===== src/rtl/mem_stage_ctrl_if.sv =====
// rtl/mem_stage_ctrl_if.sv - data bus req/ack handshake between the MEM stage and the memory slave
interface mem_stage_ctrl_if;
    logic        bus_req;
    logic        bus_we;
    logic [63:0] bus_addr;
    logic [63:0] bus_wdata;
    logic [7:0]  bus_wstrb;
    logic        bus_ack;
    logic [63:0] bus_rdata;

    modport master (
        output bus_req, bus_we, bus_addr, bus_wdata, bus_wstrb,
        input  bus_ack, bus_rdata
    );

    modport slave (
        input  bus_req, bus_we, bus_addr, bus_wdata, bus_wstrb,
        output bus_ack, bus_rdata
    );
endinterface


===== src/rtl/mem_stage_ctrl.sv =====
// rtl/mem_stage_ctrl.sv - MEM stage: branch resolve, load/store bus FSM, MEM/WB register; bus timeout via MEM_STAGE_TIMEOUT_EN
module mem_stage_ctrl #(
    parameter int unsigned BUS_TIMEOUT = 16
) (
    input  logic        clk_i,
    input  logic        rst_i,
    input  logic [63:0] next_pcEXMEM_i,
    input  logic [63:0] alu_resultEXMEM_i,
    input  logic [63:0] store_dataEXMEM_i,
    input  logic [4:0]  rdEXMEM_i,
    input  logic [2:0]  funct3EXMEM_i,
    input  logic        MemtoRegEXMEM_i,
    input  logic        RegWriteEXMEM_i,
    input  logic        BranchEXMEM_i,
    input  logic        MemWriteEXMEM_i,
    input  logic        MemReadEXMEM_i,
    input  logic        zeroEXMEM_i,
    input  logic        lessEXMEM_i,
    mem_stage_ctrl_if.master bus,
    output logic        stall_o,
    output logic        pcsrc_o,
    output logic [63:0] branch_target_o,
    output logic        mem_err_o,
    output logic [63:0] read_dataMEMWB_o,
    output logic [63:0] alu_resultMEMWB_o,
    output logic [4:0]  rdMEMWB_o,
    output logic        MemtoRegMEMWB_o,
    output logic        RegWriteMEMWB_o
);
    typedef enum logic [1:0] {S_IDLE, S_BUSY, S_DONE} state_t;

    state_t      state_q;
    logic        bus_req_q, bus_we_q, mem_err_q, timed_out_q;
    logic [63:0] bus_addr_q, bus_wdata_q, rdata_q;
    logic [7:0]  bus_wstrb_q;
    logic [63:0] wb_read_q, wb_alu_q;
    logic [4:0]  wb_rd_q;
    logic        wb_m2r_q, wb_rw_q;

    logic        access, misaligned, branch_cond;
    logic [2:0]  off;
    logic [1:0]  size;
    logic [7:0]  wstrb_d;
    logic [63:0] wdata_d, shifted, load_data_d;

`ifdef MEM_STAGE_TIMEOUT_EN
    localparam int unsigned CNT_W = $clog2(BUS_TIMEOUT + 1);
    localparam logic [CNT_W-1:0] CNT_LAST = CNT_W'(BUS_TIMEOUT - 1);
    logic [CNT_W-1:0] cnt_q;
`else
    logic unused_timeout;
    assign unused_timeout = (BUS_TIMEOUT != 0);
`endif

    assign access = MemReadEXMEM_i | MemWriteEXMEM_i;
    assign off    = alu_resultEXMEM_i[2:0];
    assign size   = funct3EXMEM_i[1:0];

    always_comb begin
        misaligned = 1'b0;
        wstrb_d    = 8'hFF;
        case (size)
            2'b00: begin misaligned = 1'b0;          wstrb_d = 8'h01 << off; end
            2'b01: begin misaligned = off[0];        wstrb_d = 8'h03 << off; end
            2'b10: begin misaligned = |off[1:0];     wstrb_d = 8'h0F << off; end
            default: begin misaligned = |off;        wstrb_d = 8'hFF; end
        endcase
    end

    assign wdata_d = store_dataEXMEM_i << {off, 3'b000};
    assign shifted = rdata_q >> {off, 3'b000};

    always_comb begin
        load_data_d = 64'd0;
        case (funct3EXMEM_i)
            3'b000: load_data_d = {{56{shifted[7]}},  shifted[7:0]};
            3'b001: load_data_d = {{48{shifted[15]}}, shifted[15:0]};
            3'b010: load_data_d = {{32{shifted[31]}}, shifted[31:0]};
            3'b011: load_data_d = shifted;
            3'b100: load_data_d = {56'd0, shifted[7:0]};
            3'b101: load_data_d = {48'd0, shifted[15:0]};
            3'b110: load_data_d = {32'd0, shifted[31:0]};
            default: load_data_d = 64'd0;
        endcase
    end

    always_comb begin
        branch_cond = 1'b0;
        case (funct3EXMEM_i)
            3'b000:         branch_cond = zeroEXMEM_i;
            3'b001:         branch_cond = ~zeroEXMEM_i;
            3'b100, 3'b110: branch_cond = lessEXMEM_i;
            3'b101, 3'b111: branch_cond = ~lessEXMEM_i;
            default:        branch_cond = 1'b0;
        endcase
    end

    assign pcsrc_o         = ~rst_i & BranchEXMEM_i & branch_cond;
    assign branch_target_o = next_pcEXMEM_i;
    assign stall_o = ~rst_i & (((state_q == S_IDLE) & access & ~misaligned) | (state_q == S_BUSY));

    always_ff @(posedge clk_i) begin
        if (rst_i) begin
            state_q     <= S_IDLE;
            bus_req_q   <= 1'b0;
            bus_we_q    <= 1'b0;
            bus_addr_q  <= 64'd0;
            bus_wdata_q <= 64'd0;
            bus_wstrb_q <= 8'd0;
            rdata_q     <= 64'd0;
            mem_err_q   <= 1'b0;
            timed_out_q <= 1'b0;
            wb_read_q   <= 64'd0;
            wb_alu_q    <= 64'd0;
            wb_rd_q     <= 5'd0;
            wb_m2r_q    <= 1'b0;
            wb_rw_q     <= 1'b0;
`ifdef MEM_STAGE_TIMEOUT_EN
            cnt_q       <= '0;
`endif
        end else begin
            mem_err_q <= 1'b0;
            case (state_q)
                S_IDLE: begin
                    if (access) begin
                        // Both issued and rejected accesses leave a bubble in MEM/WB.
                        wb_read_q <= 64'd0;
                        wb_alu_q  <= 64'd0;
                        wb_rd_q   <= 5'd0;
                        wb_m2r_q  <= 1'b0;
                        wb_rw_q   <= 1'b0;
                        if (misaligned) begin
                            mem_err_q <= 1'b1;
                        end else begin
                            bus_req_q   <= 1'b1;
                            bus_we_q    <= MemWriteEXMEM_i;
                            bus_addr_q  <= {alu_resultEXMEM_i[63:3], 3'b000};
                            bus_wdata_q <= wdata_d;
                            bus_wstrb_q <= wstrb_d;
                            timed_out_q <= 1'b0;
`ifdef MEM_STAGE_TIMEOUT_EN
                            cnt_q       <= '0;
`endif
                            state_q     <= S_BUSY;
                        end
                    end else begin
                        wb_read_q <= 64'd0;
                        wb_alu_q  <= alu_resultEXMEM_i;
                        wb_rd_q   <= rdEXMEM_i;
                        wb_m2r_q  <= MemtoRegEXMEM_i;
                        wb_rw_q   <= RegWriteEXMEM_i;
                    end
                end
                S_BUSY: begin
                    if (bus.bus_ack) begin
                        rdata_q   <= bus.bus_rdata;
                        bus_req_q <= 1'b0;
                        state_q   <= S_DONE;
                    end
`ifdef MEM_STAGE_TIMEOUT_EN
                    else if (cnt_q == CNT_LAST) begin
                        bus_req_q   <= 1'b0;
                        mem_err_q   <= 1'b1;
                        timed_out_q <= 1'b1;
                        state_q     <= S_DONE;
                    end else begin
                        cnt_q <= cnt_q + CNT_W'(1);
                    end
`endif
                end
                S_DONE: begin
                    // EX/MEM still holds the access here; it advances on this edge.
                    if (timed_out_q) begin
                        wb_read_q <= 64'd0;
                        wb_alu_q  <= 64'd0;
                        wb_rd_q   <= 5'd0;
                        wb_m2r_q  <= 1'b0;
                        wb_rw_q   <= 1'b0;
                    end else begin
                        wb_read_q <= MemWriteEXMEM_i ? 64'd0 : load_data_d;
                        wb_alu_q  <= alu_resultEXMEM_i;
                        wb_rd_q   <= rdEXMEM_i;
                        wb_m2r_q  <= MemtoRegEXMEM_i;
                        wb_rw_q   <= MemWriteEXMEM_i ? 1'b0 : RegWriteEXMEM_i;
                    end
                    timed_out_q <= 1'b0;
                    state_q     <= S_IDLE;
                end
                default: state_q <= S_IDLE;
            endcase
        end
    end

    assign bus.bus_req   = bus_req_q;
    assign bus.bus_we    = bus_we_q;
    assign bus.bus_addr  = bus_addr_q;
    assign bus.bus_wdata = bus_wdata_q;
    assign bus.bus_wstrb = bus_wstrb_q;

    assign mem_err_o         = mem_err_q;
    assign read_dataMEMWB_o  = wb_read_q;
    assign alu_resultMEMWB_o = wb_alu_q;
    assign rdMEMWB_o         = wb_rd_q;
    assign MemtoRegMEMWB_o   = wb_m2r_q;
    assign RegWriteMEMWB_o   = wb_rw_q;
endmodule

===== src/flat_wrapper.sv =====
// flat-port wrapper written by rule: the top's interface ports become plain ports
module mem_stage_ctrl_flat 
#(
    parameter int unsigned BUS_TIMEOUT = 16
)
  (clk_i, rst_i, next_pcEXMEM_i, alu_resultEXMEM_i, store_dataEXMEM_i, rdEXMEM_i, funct3EXMEM_i, MemtoRegEXMEM_i, RegWriteEXMEM_i, BranchEXMEM_i, MemWriteEXMEM_i, MemReadEXMEM_i, zeroEXMEM_i, lessEXMEM_i, stall_o, pcsrc_o, branch_target_o, mem_err_o, read_dataMEMWB_o, alu_resultMEMWB_o, rdMEMWB_o, MemtoRegMEMWB_o, RegWriteMEMWB_o, bus_bus_req, bus_bus_we, bus_bus_addr, bus_bus_wdata, bus_bus_wstrb, bus_bus_ack, bus_bus_rdata);
  mem_stage_ctrl_if bus_i ();
  input  logic clk_i;
  input  logic rst_i;
  input  logic [63:0] next_pcEXMEM_i;
  input  logic [63:0] alu_resultEXMEM_i;
  input  logic [63:0] store_dataEXMEM_i;
  input  logic [4:0] rdEXMEM_i;
  input  logic [2:0] funct3EXMEM_i;
  input  logic MemtoRegEXMEM_i;
  input  logic RegWriteEXMEM_i;
  input  logic BranchEXMEM_i;
  input  logic MemWriteEXMEM_i;
  input  logic MemReadEXMEM_i;
  input  logic zeroEXMEM_i;
  input  logic lessEXMEM_i;
  output logic stall_o;
  output logic pcsrc_o;
  output logic [63:0] branch_target_o;
  output logic mem_err_o;
  output logic [63:0] read_dataMEMWB_o;
  output logic [63:0] alu_resultMEMWB_o;
  output logic [4:0] rdMEMWB_o;
  output logic MemtoRegMEMWB_o;
  output logic RegWriteMEMWB_o;
  output wire logic [$bits(bus_i.bus_req)-1:0] bus_bus_req;
  output wire logic [$bits(bus_i.bus_we)-1:0] bus_bus_we;
  output wire logic [$bits(bus_i.bus_addr)-1:0] bus_bus_addr;
  output wire logic [$bits(bus_i.bus_wdata)-1:0] bus_bus_wdata;
  output wire logic [$bits(bus_i.bus_wstrb)-1:0] bus_bus_wstrb;
  input wire logic [$bits(bus_i.bus_ack)-1:0] bus_bus_ack;
  input wire logic [$bits(bus_i.bus_rdata)-1:0] bus_bus_rdata;
  assign bus_bus_req = bus_i.bus_req;
  assign bus_bus_we = bus_i.bus_we;
  assign bus_bus_addr = bus_i.bus_addr;
  assign bus_bus_wdata = bus_i.bus_wdata;
  assign bus_bus_wstrb = bus_i.bus_wstrb;
  assign bus_i.bus_ack = bus_bus_ack;
  assign bus_i.bus_rdata = bus_bus_rdata;
  mem_stage_ctrl #(.BUS_TIMEOUT(BUS_TIMEOUT)) u_core (.clk_i(clk_i), .rst_i(rst_i), .next_pcEXMEM_i(next_pcEXMEM_i), .alu_resultEXMEM_i(alu_resultEXMEM_i), .store_dataEXMEM_i(store_dataEXMEM_i), .rdEXMEM_i(rdEXMEM_i), .funct3EXMEM_i(funct3EXMEM_i), .MemtoRegEXMEM_i(MemtoRegEXMEM_i), .RegWriteEXMEM_i(RegWriteEXMEM_i), .BranchEXMEM_i(BranchEXMEM_i), .MemWriteEXMEM_i(MemWriteEXMEM_i), .MemReadEXMEM_i(MemReadEXMEM_i), .zeroEXMEM_i(zeroEXMEM_i), .lessEXMEM_i(lessEXMEM_i), .bus(bus_i), .stall_o(stall_o), .pcsrc_o(pcsrc_o), .branch_target_o(branch_target_o), .mem_err_o(mem_err_o), .read_dataMEMWB_o(read_dataMEMWB_o), .alu_resultMEMWB_o(alu_resultMEMWB_o), .rdMEMWB_o(rdMEMWB_o), .MemtoRegMEMWB_o(MemtoRegMEMWB_o), .RegWriteMEMWB_o(RegWriteMEMWB_o));
endmodule

===== config.mk =====
export PLATFORM = sky130hd
export DESIGN_NAME = mem_stage_ctrl_flat
export DESIGN_NICKNAME = d
export VERILOG_FILES = /design/src/rtl/mem_stage_ctrl_if.sv /design/src/rtl/mem_stage_ctrl.sv /design/src/flat_wrapper.sv
export SDC_FILE = /design/constraint.sdc
export NUM_CORES = 1
export LEC_CHECK = 0
export ABC_AREA = 1
export ABC_CLOCK_PERIOD_IN_PS = 2900
export BUFFER_PORTS_ARGS = -buffer_cell sky130_fd_sc_hd__buf_4
export CORE_AREA = 2 2 241 243
export CTS_BUF_LIST = sky130_fd_sc_hd__clkbuf_16
export CTS_CLUSTER_DIAMETER = 60
export CTS_CLUSTER_SIZE = 12
export DETAILED_ROUTE_END_ITERATION = 16
export DIE_AREA = 0 0 243 245
export GPL_TIMING_DRIVEN = 0
export PLACE_DENSITY = 0.63
export SYNTH_ARGS = -nofsm -noshare
export SYNTH_HDL_FRONTEND = slang
export SYNTH_SLANG_ARGS = --single-unit

===== constraint.sdc =====
create_clock -name clk_i -period 2.9 [get_ports clk_i]
set_input_delay 0.145 -clock clk_i [delete_from_list [all_inputs] [get_ports clk_i]]
set_output_delay 0.145 -clock clk_i [all_outputs]
set_load 0.02 [all_outputs]

==> metrics.log, run 1 <==
INFO  metric status = complete, no violations
INFO  metric fin_cells = 3,793
INFO  metric setup_viol_count_final = 0
INFO  metric gpl.final_weighted_congestion = roughly 0.99
INFO  metric cp_slowest_cell = o21ai_0
INFO  metric row_count = 88
INFO  metric clock_skew = about 32 ps
INFO  metric maximum_number_of_pins_on_one_net_before_global_route_repair = 13
INFO  metric hpwl = around 66 mm
INFO  metric cp_num_buf_inv = 2
INFO  metric first_pass_grt_wire_length = 119 mm
INFO  metric worst-slew-pin-transition = between 1000 and 1500 ps
INFO  metric ctsLongestPathBuffers = 3
INFO  metric final_hold_viol_count = 0
INFO  metric synth_top_family_by_area = compound AO/OA/AOI/OAI gates
INFO  metric global_route.overflow_total = 0
INFO  metric fin_tns_setup = 0 ps
INFO  metric critPathMaxStageDelay = 710 ps
INFO  metric tritoncts_clock_tree = done
INFO  metric final.setup.worst_slack = 131 ps
INFO  metric yosys-top-cells-area = dfxtp_1, nand2_1, a21oi_1
INFO  metric ant_nets = 0
INFO  metric clock_insertion_delay_worst_skew = 580 ps
INFO  metric cp.arrival = about 3200 ps
INFO  metric synth_seq_area_share = 42.5%
INFO  metric detail_route.drc_violations = 0
INFO  metric max_cap_violations = 0
INFO  metric crit_path_cell_trace = clkinv_1 > nor2_2 > nand2_1 > clkbuf_1 > o21ai_0 > a21oi_1
INFO  metric post_synth_instance_area = approximately 16,000 um^2
INFO  metric r2r.worst_path.cells = 6
INFO  metric post_synth_num_cell_types = 42
INFO  metric startpoint = u_core.state_q[0]$_SDFFE_PP0P_
INFO  metric r2r-end = u_core.rdata_q[55]$_SDFFE_PP0P_
INFO  metric route.final.wire_length = about 83 mm
INFO  metric routed_via_density = roughly 5.0
INFO  metric die_area = slightly below 60,000 um^2
INFO  metric floorplan.core_area = about 57,000 um^2
INFO  metric synth-compound-area-share = between 20% and 30%
INFO  metric total_vias_in_the_final_route = 18,900
INFO  metric syn_area_per_cell = 6.95 um^2
INFO  metric share_of_the_cycle_needed_by_the_critical_path_after_routing = around 95%
INFO  metric worstSetupStartpointType = register
INFO  metric flow.area_growth_from_synthesis = 47.9%
INFO  metric dieWidth = 243 um
INFO  metric reg2reg_from = u_core.state_q[0]$_SDFFE_PP0P_
INFO  metric synthXorXnorAreaFrac = 0%
INFO  metric critPathKind = reg -> reg
INFO  metric synth_area_leader_cell = dfxtp_1
INFO  metric vdd_drop_max = ~0.00037 V
INFO  metric drive_gt1_share = 24.9%
INFO  metric post_synthesis_register_bit_count = around 340
INFO  metric placed_cells = between 3,000 and 4,000
INFO  metric design.portCount = roughly 600
INFO  metric cts.sinks = around 340
INFO  metric path_max_fanout = 10
INFO  metric synth_fa_ha_area_share = less than 1%
INFO  metric maxSlewViolCount = 0
INFO  metric yosys_warnings = 0
INFO  metric synthArstFlopShare = 0%
INFO  metric detail_route.iter0.violations = between 1,000 and 1,500
INFO  metric synth-main-ff-cell = dfxtp_1
INFO  metric min-delay-path-class = in -> reg
INFO  metric cp.required = roughly 3300 ps
INFO  metric synthMuxAreaShare = less than 1%
INFO  metric fmaxAchievable = about 360 MHz
INFO  metric layout_min_cycle_time = ~2800 ps
INFO  metric dieHeight = between 200 and 250 um
INFO  metric cts-buffers-inserted = 37
INFO  metric worst_setup_path_endpoint = u_core.rdata_q[55]$_SDFFE_PP0P_
INFO  metric layout.nets = approximately 3,300
INFO  metric grt.total_usage = about a quarter
INFO  metric ff2ff_setup_slack = 130 ps
INFO  metric power.static_leakage = roughly 10 nW
INFO  metric critical_path_depth = 6
INFO  metric dr_wl_cell = approximately 22 um
INFO  metric power.density = ~560 nW/um^2
INFO  metric port-buffer-count = about 540
INFO  metric cts.root.buffer_cell = clkbuf_16
INFO  metric post_synth_inst_count = 2,286
INFO  metric post_synth_edffs = 0
INFO  metric synth_top_area_share = a little over two fifths
INFO  metric grt_antenna_before_repair = 7
INFO  metric dp_worst_setup_slack = ~190 ps
INFO  metric effective_utilization_at_floorplan = between 20% and 30%
INFO  metric slew_headroom = ~27%
INFO  metric clk_pin_slew_worst_paths = 60 ps
INFO  metric worstSetupEndpointType = register
INFO  metric yosys.area_share.simple = between 20% and 30%
INFO  metric dr.pass1.iters = 5
INFO  metric critical_path.top_delay_family = simple AND/OR/NAND/NOR gates
INFO  metric rsz_0062_raised_after_global_routing = no
INFO  metric h-tree-depth = 2
INFO  metric grt_pass1_vias = 18,400
[worst reg2reg max path: cells and delay by family (launching register included)]
kind	cells	cell delay (ps)
buffers and inverters	2	660
and+or+nand+nor	2	790
AOI/OAI and AO/OA	2	790
DFF	1	400
[repair_timing]
item                                    CTS  global route
endpoints found under the setup margin    0             1
buffers inserted                          0             0
hold buffers                            141             0
endpoints found under the hold margin   201             0
gates resized for setup                   0             1
[layout by cell type (no fill, tap or decap), types with 6 or more instances in the layout]
master / instances
dlygate4sd3_1: 141
inv_2: 10
buf_1: 10
o221ai_1: 8
ha_1: 6
nand4_1: 47
o22ai_1: 9
nor2_1: 103
o21ai_0: 221
o211ai_1: 20
buf_2: 57
clkbuf_1: 112
nand3_1: 90
dfxtp_1: 337
or2_2: 8
nand2_1: 598
buf_4: 616
clkbuf_16: 38
o21ai_1: 81
a21oi_1: 349
inv_1: 96
[metrics by stage]
stage / instance area (um^2) / hold slack (ps) / utilization, % / power (mW)
floorplan: 15900 / 286 / - / 6.79
global placement: 20900 / 398 / 36.7 / 8.27
detailed placement: 20900 / 414 / 36.7 / 8.27
CTS: 23500 / 6.57 / 41.2 / 13.2
global route: 23500 / 38.7 / 41.2 / 13.6
finish: 23500 / 42.8 / 41.2 / 13.1
[Yosys cell counts (3+ instances only)]
cell / count
o221ai_1: 8
buf_1: 10
o211ai_1: 20
inv_2: 10
nand3_1: 90
ha_1: 6
nor2_1: 103
clkbuf_1: 112
o21ai_1: 82
dfxtp_1: 337
a21oi_1: 349
o22ai_1: 9
or2_2: 8
nand4_1: 47
or2_1: 3
o22a_1: 5
nand2_1: 598
nor2_2: 3
a2bb2oi_1: 4
buf_4: 75
a22oi_1: 3
buf_6: 5
inv_1: 94
buf_2: 57
a221oi_1: 3
nor3_1: 5
o21ai_0: 221
[worst min-delay path by stage]
stage | slack (ps) | cells after the start | from | end
after floorplan | 290 | 2 | RegWriteEXMEM_i | u_core.RegWriteMEMWB_o$_SDFFE_PP0P_
after global placement | 400 | 3 | RegWriteEXMEM_i | u_core.RegWriteMEMWB_o$_SDFFE_PP0P_
after detailed placement | 410 | 3 | RegWriteEXMEM_i | u_core.RegWriteMEMWB_o$_SDFFE_PP0P_
after CTS | 7 | 3 | bus_bus_ack | u_core.rdata_q[13]$_SDFFE_PP0P_
after global routing | 40 | 3 | bus_bus_ack | u_core.rdata_q[13]$_SDFFE_PP0P_
final | 40 | 3 | bus_bus_ack | u_core.rdata_q[13]$_SDFFE_PP0P_
[where the power goes]
| group | leakage, nW | internal [mW] | switching, mW |
|---|---|---|---|
| combinational | 6.83 | 1.20 | 2.05 |
| clock | 0.567 | 2.73 | 1.99 |
| sequential | 2.75 | 4.95 | 0.182 |
| total | 10.2 | 8.88 | 4.22 |
[layout make-up]
type	instances	area, um^2
Antenna cell	4	10.0
Buffer	260	1370
Clock buffer	38	951
Clock inverter	16	208
Fill cell	6072	33500
Inverter	105	394
Multi-Input combinational cell	1586	7390
Sequential cell	337	6750
Tap cell	765	957
Timing Repair Buffer	682	5470
[flip-flops by register name, summed over array words and instances, names as in the netlist]
signal                    count
u_core.read_dataMEMWB_o      64
u_core.state_q                2
u_core.rdata_q               64
u_core.bus.bus_wdata         64
u_core.bus.bus_addr          61
u_core.bus.bus_we             1
u_core.RegWriteMEMWB_o        1
u_core.mem_err_o              1
u_core.bus.bus_req            1
u_core.bus.bus_wstrb          8
u_core.rdMEMWB_o              5
u_core.MemtoRegMEMWB_o        1
u_core.alu_resultMEMWB_o     64
[metal layers]
layer	wire length, um	up-vias	track usage, %
met5	27	-	0
met4	3550	4	11.5
met3	7400	186	7.36
met2	39700	874	46.0
met1	32600	8795	31.1
li1	-	9013	-
[logic make-up after synthesis]
| group | Yosys count |
|---|---|
| flip-flops | 337 |
| AND/OR/NAND/NOR | 864 |
| multiplexers | 2 |
| other | 1 |
| adder cells (fa/ha/maj) | 6 |
| AO/OA/AOI/OAI | 711 |
| buffers and inverters | 365 |
No activity file was read; power rests on OpenSTA's default activity.
==> run 2: changes to the inputs <==
--- a/config.mk
+++ b/config.mk
@@ -15,7 +15,7 @@
 export DETAILED_ROUTE_END_ITERATION = 16
 export DIE_AREA = 0 0 243 245
 export GPL_TIMING_DRIVEN = 0
-export PLACE_DENSITY = 0.63
+export PLACE_DENSITY = 0.53
 export SYNTH_ARGS = -nofsm -noshare
 export SYNTH_HDL_FRONTEND = slang
 export SYNTH_SLANG_ARGS = --single-unit
==> constraint.sdc (replaced) <==
create_clock -name clk_i -period 2.9 [get_ports clk_i]
set_input_delay 0.145 -clock clk_i [delete_from_list [all_inputs] [get_ports clk_i]]
set_output_delay 0.145 -clock clk_i [all_outputs]
set_load 0.005 [all_outputs]
==> metrics.log, run 2 (synthesized netlist as in run 1, its figures left out) <==
INFO  metric power.density = 549 nW/um^2 (-1.5%)
INFO  metric path_max_fanout = 10 (unchanged)
INFO  metric power.net_switching = 4.10 mW (-2.9%)
INFO  metric fin_hold_ws = 34.0 ps (-8.73 ps)
INFO  metric worst-slew-pin-transition = 1410 ps (+320 ps)
INFO  metric share_comb_of_total_power = 22.5% (-2.3 points)
INFO  metric row_count = 88 (unchanged)
INFO  metric dpl-instance-area = 20,900 um^2 (unchanged)
INFO  metric die_area = 59,500 um^2 (unchanged)
INFO  metric top_layer = met4
INFO  metric detail_route.drc_violations = 0 (unchanged)
INFO  metric power = 12.9 mW (-1.3%)
INFO  metric filler_cell_count = 6,007 (-1.1%)
INFO  metric effective_utilization_at_floorplan = 27.9% (unchanged)
INFO  metric power_report.internal_total = 8.83 mW (-0.59%)
INFO  metric final.setup.worst_slack = 84.7 ps (-45.8 ps)
INFO  metric drive_gt1_share = 25.1% (+0.21 points)
INFO  metric crit_path_cell_trace = inv_1 > o21ai_1 > nor2_1 > nand2_4 > buf_4 > a21oi_1 > buf_4
INFO  metric flow.area_growth_from_synthesis = 48.1%
INFO  metric h-tree-depth = 2 (unchanged)
INFO  metric cp.required = 2760 ps (-560 ps)
INFO  metric clock_skew = 32.1 ps (-0.0981 ps)
INFO  metric timing.critical_path.mode_cell = buf_4
INFO  metric dieHeight = 245 um (unchanged)
INFO  metric worstSetupStartpointType = register
INFO  metric ant_nets = 0 (unchanged)
INFO  metric power.share.sequential = 39.8% (+0.6 points)
INFO  metric detail_route.iter0.violations = 1,224 (-14%)
INFO  metric final_design_area_no_fill = 23,500 um^2 (+0.17%)
INFO  metric cp.arrival = 2670 ps (-520 ps)
INFO  metric cts-buffers-inserted = 41 (+11%)
INFO  metric first_pass_grt_wire_length = 124 mm (+4.1%)
INFO  metric power_frac_clock = 37.7% (+1.7 points)
INFO  metric dr_wl_met2 = 42.7 mm (+7.7%)
INFO  metric switching_share = 31.7% (-0.51 points)
INFO  metric fin_tns_setup = 0 ps (unchanged)
INFO  metric gpl.final_weighted_congestion = 0.941 (-5.2%)
INFO  metric status = complete, no violations
INFO  metric cp_num_buf_inv = 3 (+1)
INFO  metric floorplan.core_area = 57,000 um^2 (unchanged)
INFO  metric finish.utilization = 41.3% (+0.068 points)
INFO  metric dieWidth = 243 um (unchanged)
INFO  metric final_hold_viol_count = 0 (unchanged)
INFO  metric grt_pass1_vias = 18,800 (+2.1%)
INFO  metric vdd_drop_max = 0.000454 V (+24%)
INFO  metric tritoncts_clock_tree = done
INFO  metric grt_antenna_before_repair = 1 (-6)
INFO  metric layout_common_cells = buf_4, nand2_1, a21oi_1
INFO  metric detail_route.wirelength.met1 = 34.1 mm (+4.6%)
INFO  metric critPathKind = reg -> out
INFO  metric rsz_0062_raised_after_global_routing = no
INFO  metric power.static_leakage = 10.2 nW (+0.30%)
INFO  metric dr_wl_cell = 22.9 um (+4.2%)
INFO  metric design.portCount = 614 (unchanged)
INFO  metric setup_viol_count_final = 0 (unchanged)
INFO  metric critical_path.top_delay_family = compound AO/OA/AOI/OAI gates
INFO  metric cts.sinks = 337 (unchanged)
INFO  metric mostFrequentLayoutCell = buf_4
INFO  metric dr.pass1.iters = 5 (unchanged)
INFO  metric route.final.wire_length = 86.9 mm (+4.3%)
INFO  metric routed_via_density = 4.97 (about the same)
INFO  metric hpwl = 69.6 mm (+5.9%)
INFO  metric max_cap_violations = 0 (unchanged)
INFO  metric min-delay-path-class = in -> reg
INFO  metric layout.nets = 3,292 (+0.091%)
INFO  metric slew_headroom = 5.76% (-21 points)
INFO  metric ctsLongestPathBuffers = 3 (unchanged)
INFO  metric global_route.overflow_total = 0 (unchanged)
INFO  metric dr_wl_met3 = 6.64 mm (-10%)
INFO  metric post_cts.repair.setup_buffers = 0 (unchanged)
INFO  metric critPathMaxStageDelay = 620 ps (-90 ps)
INFO  metric clock_insertion_delay_worst_skew = 590 ps (about the same)
INFO  metric dp_worst_setup_slack = 155 ps (-31.6 ps)
INFO  metric cp_slowest_cell = o21ai_1
INFO  metric cts.root.buffer_cell = clkbuf_16
INFO  metric fmaxAchievable = 355 MHz (-1.6%)
INFO  metric maximum_number_of_pins_on_one_net_before_global_route_repair = 13 (unchanged)
INFO  metric worstSetupEndpointType = output pin
INFO  metric port-buffer-count = 541 (unchanged)
INFO  metric layout_min_cycle_time = 2820 ps (+45.8 ps)
INFO  metric fin_cells = 3,797 (+0.11%)
INFO  metric grt.total_usage = 27.9% (+1.2 points)
INFO  metric total_vias_in_the_final_route = 18,900 (+0.095%)
INFO  metric placed_cells = 3,594 (unchanged)
INFO  metric share_of_the_cycle_needed_by_the_critical_path_after_routing = 97.1% (+1.6 points)
INFO  metric maxSlewViolCount = 0 (unchanged)
INFO  metric clk_pin_slew_worst_paths = 60 ps (about the same)
[run 2: what timing repair did]
item,in CTS,in global routing
resized for setup,0,0
endpoints found under the hold margin,200,0
hold buffers,140,0
[run 2: worst min-delay path, delay by kind of cell]
kind,cells,cell delay [ps]
AO/OA/AOI/OAI,2,150
buffers and inverters,2,190
AND/OR/NAND/NOR,1,80
[run 2: per-layer routing]
layer,up-vias,track usage (%)
li1,9017,-
met1,8911,32.0
met2,803,49.9
met3,159,6.92
met4,0,10.9
met5,-,0
[run 2: cell type report]
type / instances / area (um^2) / share of cell area (%)
Timing Repair Buffer: 681 / 5460 / 23.2
Sequential cell: 337 / 6750 / 28.7
Antenna cell: 1 / 2.50 / 0.0106
Clock buffer: 41 / 1030 / 4.36
Multi-Input combinational cell: 1586 / 7390 / 31.4
Clock inverter: 21 / 193 / 0.819
Tap cell: 765 / 957 / 4.07
Buffer: 260 / 1370 / 5.81
Inverter: 105 / 394 / 1.67
[run 2: path summary, 6_finish.rpt]
path                                               end  cells past startpoint  slack [ps]                                 start
hold reg to reg   u_core.bus.bus_addr[61]$_SDFFE_PP0P_                      2         460  u_core.bus.bus_addr[61]$_SDFFE_PP0P_
hold / removal    u_core.bus.bus_wdata[8]$_SDFFE_PP0P_                      5          30                  store_dataEXMEM_i[8]
setup / recovery                               stall_o                      7          80        u_core.state_q[1]$_SDFFE_PP0P_
setup reg to reg       u_core.rdata_q[55]$_SDFFE_PP0P_                      6         280        u_core.state_q[0]$_SDFFE_PP0P_
[run 2: power by group through the flow]
stage | registers [mW] | logic, mW | clock network (mW)
6_report | 5.14 | 2.90 | 4.88
5_1_grt | 5.17 | 3.12 | 5.14
4_1_cts | 5.14 | 2.90 | 4.97
3_5_place_dp | 5.23 | 2.73 | 0
3_3_place_gp | 5.23 | 2.72 | 0
2_1_floorplan | 5.21 | 1.22 | 0
